`config.mk`:
```
export PLATFORM = sky130hd
export DESIGN_NAME = mul_rr_arbiter_flat
export DESIGN_NICKNAME = d
export VERILOG_FILES = /design/src/rtl/mul_rr_arbiter_if.sv /design/src/rtl/mul_rr_arbiter.sv /design/src/flat_wrapper.sv
export SDC_FILE = /design/constraint.sdc
export NUM_CORES = 1
export LEC_CHECK = 0
export BUFFER_PORTS_ARGS = -buffer_cell sky130_fd_sc_hd__buf_4
export CAP_MARGIN = 20
export CORE_MARGIN = 1.5
export CORE_UTILIZATION = 45
export DETAILED_ROUTE_END_ITERATION = 10
export SLEW_MARGIN = 25
export SYNTH_ARGS = -nofsm -noshare
export SYNTH_HDL_FRONTEND = slang
export SYNTH_SLANG_ARGS = --single-unit
```
`constraint.sdc`:
```
create_clock -name clk -period 7.3 [get_ports clk]
set_input_delay 1.46 -clock clk [delete_from_list [all_inputs] [get_ports clk]]
set_output_delay 1.46 -clock clk [all_outputs]
set_load 0.1 [all_outputs]
```
`src/rtl/mul_rr_arbiter_if.sv`:
```
// Operand/result handshake bundle for mul_rr_arbiter: two requester channels plus one result channel.
interface mul_rr_arbiter_if #(
  parameter int unsigned n = 8
);
  logic [n-1:0]   a0;
  logic [n-1:0]   b0;
  logic           sign0;
  logic           vld0;
  logic           rdy0;
  logic [n-1:0]   a1;
  logic [n-1:0]   b1;
  logic           sign1;
  logic           vld1;
  logic           rdy1;
  logic [2*n-1:0] res;
  logic           res_id;
  logic           res_vld;
  logic           res_rdy;

  modport master (
    output a0, b0, sign0, vld0, a1, b1, sign1, vld1, res_rdy,
    input  rdy0, rdy1, res, res_id, res_vld
  );

  modport slave (
    input  a0, b0, sign0, vld0, a1, b1, sign1, vld1, res_rdy,
    output rdy0, rdy1, res, res_id, res_vld
  );
endinterface

```
`src/rtl/mul_rr_arbiter.sv`:
```
// Two-requester round-robin front end for a shared 2-stage signed/unsigned multiplier.
// Optional per-requester accept counters cnt0/cnt1 when MUL_RR_ARBITER_STATS_EN is defined.
module mul_rr_arbiter #(
  parameter int unsigned n = 8
) (
  input  logic                 clk,
  input  logic                 rst_n,
  mul_rr_arbiter_if.slave      bus
`ifdef MUL_RR_ARBITER_STATS_EN
  ,
  output logic [15:0]          cnt0,
  output logic [15:0]          cnt1
`endif
);

  localparam int unsigned W = 2 * n;

  logic           w_adv;
  logic           w_gnt0;
  logic           w_gnt1;
  logic           w_gnt_vld;
  logic [W-1:0]   w_a_ext;
  logic [W-1:0]   w_b_ext;
  logic [W-1:0]   w_prod;

  logic           r_ptr;
  logic           r_s1_vld;
  logic [n-1:0]   r_s1_a;
  logic [n-1:0]   r_s1_b;
  logic           r_s1_sign;
  logic           r_s1_id;
  logic           r_s2_vld;
  logic [W-1:0]   r_s2_prod;
  logic           r_s2_id;

  // The whole pipe advances together whenever the output slot can move.
  assign w_adv = !r_s2_vld || bus.res_rdy;

  // Under contention the requester that did not win last time is granted.
  assign w_gnt0    = bus.vld0 && (!bus.vld1 || r_ptr);
  assign w_gnt1    = bus.vld1 && (!bus.vld0 || !r_ptr);
  assign w_gnt_vld = w_gnt0 || w_gnt1;

  assign bus.rdy0 = w_gnt0 && w_adv;
  assign bus.rdy1 = w_gnt1 && w_adv;

  // Low 2n bits of the extended product equal the true signed/unsigned product.
  assign w_a_ext = r_s1_sign ? {{n{r_s1_a[n-1]}}, r_s1_a} : {{n{1'b0}}, r_s1_a};
  assign w_b_ext = r_s1_sign ? {{n{r_s1_b[n-1]}}, r_s1_b} : {{n{1'b0}}, r_s1_b};
  assign w_prod  = w_a_ext * w_b_ext;

  always_ff @(posedge clk) begin
    if (!rst_n) begin
      r_ptr     <= 1'b1;
      r_s1_vld  <= 1'b0;
      r_s1_a    <= '0;
      r_s1_b    <= '0;
      r_s1_sign <= 1'b0;
      r_s1_id   <= 1'b0;
      r_s2_vld  <= 1'b0;
      r_s2_prod <= '0;
      r_s2_id   <= 1'b0;
    end else if (w_adv) begin
      r_s2_vld  <= r_s1_vld;
      r_s2_prod <= w_prod;
      r_s2_id   <= r_s1_id;
      r_s1_vld  <= w_gnt_vld;
      if (w_gnt_vld) begin
        r_s1_a    <= w_gnt1 ? bus.a1 : bus.a0;
        r_s1_b    <= w_gnt1 ? bus.b1 : bus.b0;
        r_s1_sign <= w_gnt1 ? bus.sign1 : bus.sign0;
        r_s1_id   <= w_gnt1;
        r_ptr     <= w_gnt1;
      end
    end
  end

  assign bus.res     = r_s2_prod;
  assign bus.res_id  = r_s2_id;
  assign bus.res_vld = r_s2_vld;

`ifdef MUL_RR_ARBITER_STATS_EN
  localparam int unsigned CNT_W = 16;

  logic [CNT_W-1:0] r_cnt0;
  logic [CNT_W-1:0] r_cnt1;

  // Accept counters wrap naturally at 16 bits.
  always_ff @(posedge clk) begin
    if (!rst_n) begin
      r_cnt0 <= '0;
      r_cnt1 <= '0;
    end else begin
      if (bus.vld0 && bus.rdy0) r_cnt0 <= r_cnt0 + CNT_W'(1);
      if (bus.vld1 && bus.rdy1) r_cnt1 <= r_cnt1 + CNT_W'(1);
    end
  end

  assign cnt0 = r_cnt0;
  assign cnt1 = r_cnt1;
`endif

endmodule

```
`src/flat_wrapper.sv`:
```
// flat-port wrapper written by rule: the top's interface ports become plain ports
module mul_rr_arbiter_flat 
#(
  parameter int unsigned n = 8
)
  (clk, rst_n, bus_a0, bus_b0, bus_sign0, bus_vld0, bus_a1, bus_b1, bus_sign1, bus_vld1, bus_res_rdy, bus_rdy0, bus_rdy1, bus_res, bus_res_id, bus_res_vld);
  mul_rr_arbiter_if #(.n(n)) bus_i ();
  input  logic clk;
  input  logic rst_n;
  input wire logic [$bits(bus_i.a0)-1:0] bus_a0;
  input wire logic [$bits(bus_i.b0)-1:0] bus_b0;
  input wire logic [$bits(bus_i.sign0)-1:0] bus_sign0;
  input wire logic [$bits(bus_i.vld0)-1:0] bus_vld0;
  input wire logic [$bits(bus_i.a1)-1:0] bus_a1;
  input wire logic [$bits(bus_i.b1)-1:0] bus_b1;
  input wire logic [$bits(bus_i.sign1)-1:0] bus_sign1;
  input wire logic [$bits(bus_i.vld1)-1:0] bus_vld1;
  input wire logic [$bits(bus_i.res_rdy)-1:0] bus_res_rdy;
  output wire logic [$bits(bus_i.rdy0)-1:0] bus_rdy0;
  output wire logic [$bits(bus_i.rdy1)-1:0] bus_rdy1;
  output wire logic [$bits(bus_i.res)-1:0] bus_res;
  output wire logic [$bits(bus_i.res_id)-1:0] bus_res_id;
  output wire logic [$bits(bus_i.res_vld)-1:0] bus_res_vld;
  assign bus_i.a0 = bus_a0;
  assign bus_i.b0 = bus_b0;
  assign bus_i.sign0 = bus_sign0;
  assign bus_i.vld0 = bus_vld0;
  assign bus_i.a1 = bus_a1;
  assign bus_i.b1 = bus_b1;
  assign bus_i.sign1 = bus_sign1;
  assign bus_i.vld1 = bus_vld1;
  assign bus_i.res_rdy = bus_res_rdy;
  assign bus_rdy0 = bus_i.rdy0;
  assign bus_rdy1 = bus_i.rdy1;
  assign bus_res = bus_i.res;
  assign bus_res_id = bus_i.res_id;
  assign bus_res_vld = bus_i.res_vld;
  mul_rr_arbiter #(.n(n)) u_core (.clk(clk), .rst_n(rst_n), .bus(bus_i));
endmodule
```
==> results.txt <==
The run finished with clean final reports. Routability-driven placement finished with a final weighted congestion of 0.847. For the worst-skew pair, the clock arrives at the later sink with an insertion delay of 0.28 ns.

For the starting density of the core, the log shows 46.2%. The worst path in the final design needs a cycle of 5.68 ns, including I/O delays and setup. Setup repair after global routing left no endpoint under its margin. In the synthesized netlist the async set-or-reset flop fraction comes to 0%.

In this run the worst setup path terminates at u_core.bus.res[15]$_SDFFE_PN0N_. Floorplan die height: 111 um. The core region is 0.0115 sq mm. Synthesis produced 589 cells.

The worst setup path is launched from a flop. By area the synthesized netlist is led by sky130_fd_sc_hd__fa_1 26%, sky130_fd_sc_hd__dfxtp_1 14%, sky130_fd_sc_hd__ha_1 13%, sky130_fd_sc_hd__inv_1 8.0%, sky130_fd_sc_hd__and2_1 7.0%. The tree built by TritonCTS fans out to 38 sinks.

The average instance in the mapped netlist occupies 8.99 sq um. Sorting the synthesized cells by how often they occur yields 113 x sky130_fd_sc_hd__inv_1, 69 x sky130_fd_sc_hd__fa_1, 59 x sky130_fd_sc_hd__and2_1. The most used flip-flop cell after synthesis was sky130_fd_sc_hd__dfxtp_1. The final critical-path share of the clock period is 77.9%.

The number of antenna violations at the first check in global routing is 0, and the number of inserted filler cells in the final layout is 1058. The routed layout has 3774 vias. The critical setup path kind is flop to flop. The max-slew violation count was 0.

Of the post-synthesis cell area, the part taken by muxes is 3.21%. For this run, the top clock speed supported by timing is 176 MHz. After the first detailed-routing iteration, the DRC count stood at 102.

The pre-CTS setup slack was 1.64 ns; the share of the synthesized netlist area taken by xor and xnor gates was 5.79%. Summed over all nets, the half-perimeter wirelength after detailed placement is 8900 um. After routing, the total negative slack on setup checks comes to 0 ns.

Of the total synthesized cell area, the portion taken by AND, OR, NAND and NOR gates is 15.3%. Counting cells, the worst reg-to-reg path comes to 22. The number of buffers inserted by post-CTS setup repair was 0; the average wire per cell in the routed design was 14.1 um. The worst vdd rail ir drop was 0.000217 V; the count of distinct cell types in the synthesized netlist was 40.

TritonCTS built the clock tree. The count of buffers added on input and output ports is 58. The floorplan has 39 rows. The share of synthesized cell area in full adder, half adder and majority cells is 38.9%.

Using the TritonRoute via totals, the vias-per-cell ratio works out to 4.89. The area fraction in compound gates after synthesis came out at 10.9%. Cell type with the highest aggregate area in the netlist: sky130_fd_sc_hd__fa_1. The tightest min-delay check is of the flop to flop type. For flop-to-flop paths, the worst setup slack is 1.62 ns.

The synthesized net count came out at 751. The routed design has 10900 um of wire. The H-tree generated during clock tree synthesis spans 2 levels. The die is 111 um wide. The global-route congestion overflow total is 0. Across the routed clock network, the largest skew measured is 0.00496 ns. The final antenna diode count is 0.

The post-synthesis register bit count was 38; the proportion of synthesized chip area in sequential cells was 14.4%. For the worst setup path, the data arrival time is 5.82 ns. Leaving out filler cells and counting taps, the final layout contains 771. For the pin with the worst max-slew slack, the measured transition is 0.714 ns.

The tools report the core utilization of the finished layout as 51.9%. The critical path starts at u_core.r_s1_b[2]$_SDFFE_PN0P_. The worst setup path is captured at a flop. The total of endpoints with negative setup slack in the final report came out at 0. Dominant combinational cell family by area after synthesis: adder cells. The placed cell count is 763, and the area enclosed by the die boundary is 0.0124 sq mm.

The logs give 1.62 ns for the final setup slack of the worst path and 0 for the number of maximum-capacitance constraint violations. The run gives 789 as the final net count. The startpoint identified for the worst register-to-register timing path is u_core.r_s1_b[2]$_SDFFE_PN0P_. The synthesized area was 0.00529 sq mm; the quantity of gates resized following cts was 0. The share of synthesized area in the top cell type comes to 26.1%. Among all cell types in the netlist, the one instantiated most often is sky130_fd_sc_hd__inv_1. The number of enable flip-flop cells after synthesis was 0. After clock tree synthesis, the clock-pin slew on the worst setup and hold paths is 0.06 ns. The first global-routing pass estimated 19200 um of wire. The clock passes through at most 2 buffers.

The ratio of cells with drive above 1 in the final layout works out to 13.4%. Headroom to the max-slew limit came out at 52.3%. Along the worst path, the maximum fanout reaches 12. The number of buffers added to fix hold violations after cts is 0. The layout overhead on the synthesized area was 12.5%.

The tools report the reg-to-reg endpoint as u_core.bus.res[15]$_SDFFE_PN0N_. For this run, the total global-route usage over all layers was measured as 18.8%. The tools report the clock tree root driver cell as sky130_fd_sc_hd__clkbuf_16. Total power divided by cell area: 182 mW/mm^2. The required time at the worst-slack endpoint came out at 7.44 ns.

Before antenna repair, the detailed router went through 4 iterations. During I/O placement, the number of pins put on the boundary was 59. The detail route stage leaves a number of antenna-violating nets equal to 0. Yosys printed 0 warnings. Entering global routing, the biggest net connects 40 pins. For the TritonCTS buffer count, the log shows 5.

The number of hold violations in the final report is 0. The logs give 3.12 nW for the leakage power summed over all cells and 0 for the residual DRC count. Via count of the first global-routing pass: 3992.
==> sequential cells by signal, indices dropped and copies added, names as in the netlist <==
register            flops
u_core.r_s1_id          1
u_core.bus.res_id       1
u_core.r_ptr            1
u_core.r_s1_vld         1
u_core.r_s1_sign        1
u_core.bus.res         16
u_core.bus.res_vld      1
u_core.r_s1_b           8
u_core.r_s1_a           8
==> how the worst min path moves through the flow <==
| stage | from | endpoint | cells past startpoint |
|---|---|---|---|
| 2_1_floorplan | u_core.r_s1_id$_SDFFE_PN0P_ | u_core.bus.res_id$_SDFFE_PN0N_ | 2 |
| 3_5_place_dp | u_core.bus.res[3]$_SDFFE_PN0N_ | u_core.bus.res[3]$_SDFFE_PN0N_ | 2 |
| 5_1_grt | u_core.bus.res[2]$_SDFFE_PN0N_ | u_core.bus.res[2]$_SDFFE_PN0N_ | 2 |
| 3_3_place_gp | u_core.bus.res[3]$_SDFFE_PN0N_ | u_core.bus.res[3]$_SDFFE_PN0N_ | 2 |
| 6_report | u_core.bus.res[3]$_SDFFE_PN0N_ | u_core.bus.res[3]$_SDFFE_PN0N_ | 2 |
| 4_1_cts | u_core.bus.res[3]$_SDFFE_PN0N_ | u_core.bus.res[3]$_SDFFE_PN0N_ | 2 |
==> metrics by stage <==
step	hold WS, ns	area, sq um	power, mW
after floorplan	0.439	5290	0.687
after global placement	0.449	5750	0.796
after detailed placement	0.458	5760	0.803
after CTS	0.466	5950	1.10
after global routing	0.490	5950	1.17
final	0.462	5950	1.09
==> layer usage <==
metal	vias up	global-route usage (%)	wire, um
met1	1765	25.3	5300
li1	1913	-	-
met5	-	0	0
met2	81	32.3	5050
met3	15	2.89	373
met4	0	3.63	144
==> where the power goes <==
part	switching [mW]	internal, mW	total [mW]
Clock	0.0865	0.205	0.292
Sequential	0.0449	0.237	0.282
Combinational	0.329	0.184	0.513
Total	0.460	0.626	1.09
==> kinds of logic after synthesis <==
kind of cell	count (synthesis)
DFF	38
muxes	17
xor gates and xnor gates	35
and+or+nand+nor	155
AOI/OAI and AO/OA	78
buffers and inverters	143
adders and majority gates	123
==> final cells by class <==
type	count	area (sq um)	area share [%]
clock buffers	6	139	2.33
clock inverters	2	60.1	1.01
inverters	114	429	7.21
multi-input cells	408	3940	66.1
flip-flops and latches	38	761	12.8
well taps	143	179	3.00
repair buffers	60	450	7.56
==> worst max-delay path: stages, from the launching register on <==
cell	delay, ns
sky130_fd_sc_hd__dfxtp_1	0.55
sky130_fd_sc_hd__nand2_1	0.11
sky130_fd_sc_hd__xnor2_1	0.15
sky130_fd_sc_hd__and3_2	0.22
sky130_fd_sc_hd__ha_1	0.30
sky130_fd_sc_hd__inv_1	0.12
sky130_fd_sc_hd__fa_1	0.50
sky130_fd_sc_hd__inv_1	0.05
sky130_fd_sc_hd__fa_1	0.50
sky130_fd_sc_hd__inv_1	0.05
sky130_fd_sc_hd__fa_1	0.53
sky130_fd_sc_hd__inv_1	0.05
sky130_fd_sc_hd__fa_1	0.47
sky130_fd_sc_hd__inv_1	0.05
sky130_fd_sc_hd__fa_1	0.48
sky130_fd_sc_hd__inv_1	0.04
sky130_fd_sc_hd__ha_1	0.34
sky130_fd_sc_hd__a21o_1	0.20
sky130_fd_sc_hd__a211oi_1	0.25
sky130_fd_sc_hd__a21oi_1	0.12
sky130_fd_sc_hd__a21boi_0	0.23
sky130_fd_sc_hd__xnor2_1	0.15
sky130_fd_sc_hd__a21oi_1	0.08
==> placed cells by master, fill, tap and decap left out, types with 2 or more instances in the layout <==
cell type                     n
sky130_fd_sc_hd__clkbuf_16    5
sky130_fd_sc_hd__a21o_1       4
sky130_fd_sc_hd__buf_4       60
sky130_fd_sc_hd__a21oi_1     12
sky130_fd_sc_hd__o21ai_0     15
sky130_fd_sc_hd__inv_1      113
sky130_fd_sc_hd__nor2b_1      4
sky130_fd_sc_hd__and3_2       6
sky130_fd_sc_hd__nor2_1       9
sky130_fd_sc_hd__ha_1        54
sky130_fd_sc_hd__o21a_1       7
sky130_fd_sc_hd__a31o_2       2
sky130_fd_sc_hd__mux2i_1     17
sky130_fd_sc_hd__o211a_1     19
sky130_fd_sc_hd__a31oi_1      4
sky130_fd_sc_hd__xnor2_1     28
sky130_fd_sc_hd__nand2_1     58
sky130_fd_sc_hd__bufinv_16    2
sky130_fd_sc_hd__nand3_1      6
sky130_fd_sc_hd__and2_1      59
sky130_fd_sc_hd__nand2b_1     4
sky130_fd_sc_hd__fa_1        69
sky130_fd_sc_hd__or3_1        2
sky130_fd_sc_hd__o21bai_1     3
sky130_fd_sc_hd__dfxtp_1     38
sky130_fd_sc_hd__xor2_1       7
sky130_fd_sc_hd__a21boi_0     7
(Power assumes the default switching activity.)
